--- src/rtl/calc_key_sequencer.sv ---
// Key sequencer for the stack calculator: turns decoded keypad tokens into
// multi-digit operands and PUSH / arithmetic / CLEAR commands over valid/ready.
module calc_key_sequencer #(
    parameter int WIDTH = 16,
    parameter int OPW   = 3
) (
    input  logic             clk,
    input  logic             rst_n,
    input  logic             key_new,
    input  logic [3:0]       key_code,
    output logic             cmd_valid,
    output logic [OPW-1:0]   cmd_op,
    output logic [WIDTH-1:0] cmd_data,
    input  logic             cmd_ready,
    output logic [WIDTH-1:0] entry_value,
    output logic             entry_active,
    output logic             overflow,
    output logic             key_dropped
);

    localparam logic [OPW-1:0] OP_PUSH = OPW'(0);
    localparam logic [OPW-1:0] OP_CLR  = OPW'(5);
    localparam int             XW      = WIDTH + 4;

    typedef enum logic [2:0] {
        S_IDLE,
        S_ENTRY,
        S_PUSH,
        S_OP,
        S_ACK_CLR
    } state_t;

    state_t           state_q;
    logic             kn_q;
    logic [WIDTH-1:0] entry_q;
    logic             active_q;
    logic             ovf_q;
    logic             pend_vld_q;
    logic [OPW-1:0]   pend_op_q;
    logic             cmd_valid_q;
    logic [OPW-1:0]   cmd_op_q;
    logic [WIDTH-1:0] cmd_data_q;
    logic             drop_q;

    logic             key_event;
    logic             xfer;
    logic             accepting;
    logic             is_digit;
    logic             is_arith;
    logic             is_enter;
    logic [XW-1:0]    digit_next;
    logic             digit_fits;
    logic [OPW-1:0]   arith_op;
    logic [3:0]       arith_idx;

    assign key_event  = key_new & ~kn_q;
    assign xfer       = cmd_valid_q & cmd_ready;
    assign accepting  = (state_q == S_IDLE) || (state_q == S_ENTRY);
    assign is_digit   = (key_code <= 4'd9);
    assign is_arith   = (key_code >= 4'hA) && (key_code <= 4'hD);
    assign is_enter   = (key_code == 4'hE);
    // Four extra bits hold entry*10+9 without wrapping, so the range test is exact.
    assign digit_next = {4'b0, entry_q} * XW'(10) + XW'(key_code);
    assign digit_fits = (digit_next <= {4'b0, {WIDTH{1'b1}}});
    assign arith_idx  = key_code - 4'd9;
    assign arith_op   = OPW'(arith_idx);

    always_ff @(posedge clk or negedge rst_n) begin
        if (!rst_n) begin
            state_q     <= S_IDLE;
            kn_q        <= 1'b0;
            entry_q     <= '0;
            active_q    <= 1'b0;
            ovf_q       <= 1'b0;
            pend_vld_q  <= 1'b0;
            pend_op_q   <= '0;
            cmd_valid_q <= 1'b0;
            cmd_op_q    <= '0;
            cmd_data_q  <= '0;
            drop_q      <= 1'b0;
        end else begin
            kn_q   <= key_new;
            // Busy states ignore keys; acceptance depends only on the current state.
            drop_q <= key_event & ~accepting;
            case (state_q)
                S_IDLE, S_ENTRY: begin
                    if (key_event) begin
                        if (is_digit) begin
                            if (digit_fits) begin
                                entry_q  <= digit_next[WIDTH-1:0];
                                active_q <= 1'b1;
                                state_q  <= S_ENTRY;
                            end else begin
                                ovf_q <= 1'b1;
                            end
                        end else if (is_arith) begin
                            if (state_q == S_ENTRY) begin
                                pend_vld_q  <= 1'b1;
                                pend_op_q   <= arith_op;
                                state_q     <= S_PUSH;
                                cmd_valid_q <= 1'b1;
                                cmd_op_q    <= OP_PUSH;
                                cmd_data_q  <= entry_q;
                            end else begin
                                state_q     <= S_OP;
                                cmd_valid_q <= 1'b1;
                                cmd_op_q    <= arith_op;
                                cmd_data_q  <= '0;
                            end
                        end else if (is_enter) begin
                            if (state_q == S_ENTRY) begin
                                state_q     <= S_PUSH;
                                cmd_valid_q <= 1'b1;
                                cmd_op_q    <= OP_PUSH;
                                cmd_data_q  <= entry_q;
                            end
                        end else begin
                            ovf_q <= 1'b0;
                            if (state_q == S_ENTRY) begin
                                entry_q  <= '0;
                                active_q <= 1'b0;
                                state_q  <= S_IDLE;
                            end else begin
                                state_q     <= S_ACK_CLR;
                                cmd_valid_q <= 1'b1;
                                cmd_op_q    <= OP_CLR;
                                cmd_data_q  <= '0;
                            end
                        end
                    end
                end
                S_PUSH: begin
                    if (xfer) begin
                        entry_q  <= '0;
                        active_q <= 1'b0;
                        ovf_q    <= 1'b0;
                        // A latched operator follows the push with no bubble.
                        if (pend_vld_q) begin
                            state_q    <= S_OP;
                            cmd_op_q   <= pend_op_q;
                            cmd_data_q <= '0;
                        end else begin
                            state_q     <= S_IDLE;
                            cmd_valid_q <= 1'b0;
                        end
                    end
                end
                S_OP, S_ACK_CLR: begin
                    if (xfer) begin
                        state_q     <= S_IDLE;
                        cmd_valid_q <= 1'b0;
                        pend_vld_q  <= 1'b0;
                        pend_op_q   <= '0;
                    end
                end
                default: begin
                    state_q     <= S_IDLE;
                    cmd_valid_q <= 1'b0;
                end
            endcase
        end
    end

    assign cmd_valid    = cmd_valid_q;
    assign cmd_op       = cmd_op_q;
    assign cmd_data     = cmd_data_q;
    assign entry_value  = entry_q;
    assign entry_active = active_q;
    assign overflow     = ovf_q;
    assign key_dropped  = drop_q;

endmodule

--- config.mk ---
export PLATFORM = sky130hd
export DESIGN_NAME = calc_key_sequencer
export DESIGN_NICKNAME = d
export VERILOG_FILES = /design/src/rtl/calc_key_sequencer.sv
export SDC_FILE = /design/constraint.sdc
export NUM_CORES = 1
export LEC_CHECK = 0
export ABC_AREA = 0
export ABC_CLOCK_PERIOD_IN_PS = 3300
export BUFFER_PORTS_ARGS = -buffer_cell sky130_fd_sc_hd__buf_2
export CAP_MARGIN = 15
export CORE_MARGIN = 4
export CORE_UTILIZATION = 53
export DETAILED_ROUTE_END_ITERATION = 10
export PLACE_DENSITY_LB_ADDON = 0.12
export SLEW_MARGIN = 40
export SYNTH_ARGS = -nofsm -noshare
export SYNTH_HDL_FRONTEND = slang
export SYNTH_SLANG_ARGS = --single-unit
--- constraint.sdc ---
create_clock -name clk -period 3.3 [get_ports clk]
set_input_delay 0.165 -clock clk [delete_from_list [all_inputs] [get_ports clk]]
set_output_delay 0.165 -clock clk [all_outputs]
set_load 0.01 [all_outputs]
==> flow_summary.ini <==
[run_status]
status = complete, but fails checks
violations = setup timing

[timing]
timing.final.crit_share = 1.07
post-route-min-period_ps = 3530
tightest_slew_ps = 758
max_freq_mhz = 283
rsz0062_at_grt = true
maxSlewViolCount = 0
worst_clock_skew_ps = 5.41
setup_viol = 18
report.final.hold_viol_count = 0
max-slew-margin-rel = 0.495
finalWorstSetupSlack_ps = -232
finalHoldWorstSlack_ps = 130

[drt]
route.met3.wl_um = 469
routedLengthMet1_um = 4350
drt-initial-drc-count = 166
drtPass1Iterations = 4
viasPerCell = 5.88
met2_length_um = 4570
vias = 3440
final_antenna_net_count = 0
drt-total-wl_um = 9570
detail_route.drc_violations = 0
wl_per_cell_um = 16.4
top_layer = met4

[cells_and_area]
final_nets = 552
area_growth_pct = 27.1
final_common_cell = nand2_1
stdcell_count = 585
register_area_um2 = 1180
final_cell_mix = 67 x nand2_1, 65 x buf_4, 45 x dfrtp_1, 45 x buf_2, 32 x ha_1
fillers = 519
drive_gt1_frac = 0.323
antenna_cells = 0
multiInputGateArea_um2 = 2430

[grt]
overflow = 0
antenna_found_initial = 0
grt_pass1_wl_um = 16000
grt_pass1_vias = 3347
grt_max_degree = 48
grt_usage = 0.234

[job]
maxCapViolCount = 0

[logic_synthesis]
synthFlopType = dfrtp_1
async_reset_ff_frac = 1.00
yosys_warnings = 0
synth-seq-cells = 47
synth_nets = 449
synth-edff-count = 0
netlist_instances = 405
netlist_area_um2 = 3630
yosysSeqAreaShare = 0.324
ys_types = 68
synth.avg_cell_area_um2 = 8.97

[min_path]
worstHoldPathCells = 2
hold_path.class = primary input to flip-flop
worstHoldEndpoint = pend_op_q[0]
hp-start = key_code[0]

[setup_path]
start_kind = flip-flop
critPathArrivalTime_ps = 3730
worst_path_largest_cell_delay_ps = 450
crit_path_max_fanout = 9
r2r-start = entry_value[3]
cp_common_cell = ha_4
path_buf_inv = 1
cp.required_ps = 3500
r2r-end = entry_value[14]
timing_worst_setup_path_type = flip-flop to flip-flop
cp_cell_sequence = ha_4 -> ha_4 -> fa_2 -> a21o_4 -> a221oi_4 -> o21ai_2 -> o221ai_2 -> a2bb2oi_2 -> and4bb_1 -> o21bai_2 -> a21o_1 -> buf_12 -> mux2_2
cp_slowest_cell = dfrtp_2
critPathCaptureType = flip-flop
path_delay_family = compound AO/OA/AOI/OAI gates
r2r_cells = 13
ff2ff_setup_slack_ps = -230

[clock_network]
root_buffer = clkbuf_8
htree_levels = 2
clock_path_buffers = 2
cts_tree = built
clk_latency_ps = 300
cts_buffers = 5
cts.sink_count = 47
cts.clk_slew.worst_paths_ps = 90

[floorplan]
io_pins = 47
core-area_um2 = 6490
rows = 29
die_area_um2 = 8240
die_w_um = 90.8
start_util = 0.559
die_y_um = 90.8

[power]
vdd_drop_max_uv = 192
p_leak_nw = 2.36
powerDensity_nw_per_um2 = 232

[place]
dp_cells = 570
io_buffers = 46
globalplace.congestion = 0.966
dp_hpwl_um = 7420
==> worst register-to-register path, stage by stage (launching register included) <==
cell and delay, ps:
dfrtp_2 450, ha_4 250, ha_4 160, fa_2 360
a21o_4 240, a221oi_4 330, o21ai_2 150, o221ai_2 220
a2bb2oi_2 210, and4bb_1 210, o21bai_2 190, a21o_1 200
buf_12 150, mux2_2 330
==> metal layers <==
| layer | up-vias | track usage |
|---|---|---|
| met1 | 1634 | 0.321 |
| met2 | 113 | 0.387 |
| met3 | 19 | 0.0358 |
| met4 | 0 | 0.0603 |
| li1 | 1674 | - |
| met5 | - | 0 |
==> timing repair <==
item	4_1_cts	5_1_grt
buffers inserted	4	3
hold buffers	2	0
hold endpoints to repair	48	0
gates resized for setup	4	14
endpoints found under the setup margin	19	19
pin swaps	9	6
==> cell type report <==
| type | instances | area share |
|---|---|---|
| clock buffers | 5 | 0.0149 |
| well taps | 77 | 0.0209 |
| inverters | 14 | 0.0114 |
| flip-flops and latches | 47 | 0.255 |
| multi-input cells | 326 | 0.527 |
| clock inverters | 2 | 0.00298 |
| repair buffers | 114 | 0.167 |
==> Yosys cell counts (5+ instances only) <==
library cell	instances	area, um^2
nand2_1	67	251
nand4_1	11	68.8
inv_1	14	52.6
nand3_1	9	45.0
a21o_1	7	52.6
o21ai_0	32	160
clkbuf_1	10	37.5
a31oi_1	5	31.3
a21oi_1	14	70.1
a22o_1	5	43.8
xnor2_1	14	123
mux2_2	9	101
ha_1	34	425
mux2i_1	7	70.1
xor2_1	6	52.6
dfrtp_1	47	1180
nor2_1	21	78.8
nor3_1	13	65.1
==> stage by stage <==
step | setup WS (ps) | total power, mW | util | TNS, ps | instance area (um^2)
3_3_place_gp | -305 | 0.731 | 0.673 | -4460 | 4370
3_5_place_dp | -375 | 0.735 | 0.673 | -5640 | 4370
5_1_grt | -398 | 1.12 | 0.711 | -6400 | 4620
2_1_floorplan | -252 | 0.677 | - | -2390 | 3670
6_report | -232 | 1.07 | 0.711 | -3140 | 4620
4_1_cts | -193 | 1.07 | 0.696 | -2660 | 4520
==> worst max-delay path by stage <==
stage                   start  cells past startpoint              end  slack (ps)
6_report       entry_value[3]                     13  entry_value[14]        -230
5_1_grt        entry_value[7]                     12     entry_active        -400
4_1_cts        entry_value[3]                     15   entry_value[5]        -190
3_5_place_dp   entry_value[3]                     13   entry_value[8]        -370
3_3_place_gp   entry_value[3]                     13   entry_value[7]        -300
2_1_floorplan  entry_value[3]                     14  entry_value[15]        -250
==> cells by family (layout without fill, tap and decap cells) <==
family,after synthesis,count (layout),synth area share
AND/OR/NAND/NOR,154,154,0.210
XOR/XNOR,21,21,0.0527
buffers and inverters,32,135,0.0444
flip-flops,47,47,0.324
AO/OA/AOI/OAI,98,98,0.190
adder cells (fa/ha/maj),36,36,0.128
multiplexers,17,17,0.0513
==> sequential cells by signal, indices dropped and copies added (netlist names) <==
signal / flops
cmd_data: 16
entry_value: 16
cmd_op: 3
pend_op_q: 3
state_q: 3
cmd_valid: 1
entry_active: 1
key_dropped: 1
kn_q: 1
overflow: 1
pend_vld_q: 1
==> power by group <==
| group | total, mW | internal (mW) | switching (mW) | leakage, nW |
|---|---|---|---|---|
| Combinational | 0.139 | 0.0565 | 0.0823 | 1.69 |
| Sequential | 0.589 | 0.583 | 0.00579 | 0.629 |
| Clock | 0.344 | 0.145 | 0.199 | 0.0440 |
Note: power is estimated with default switching activity, not from simulation.
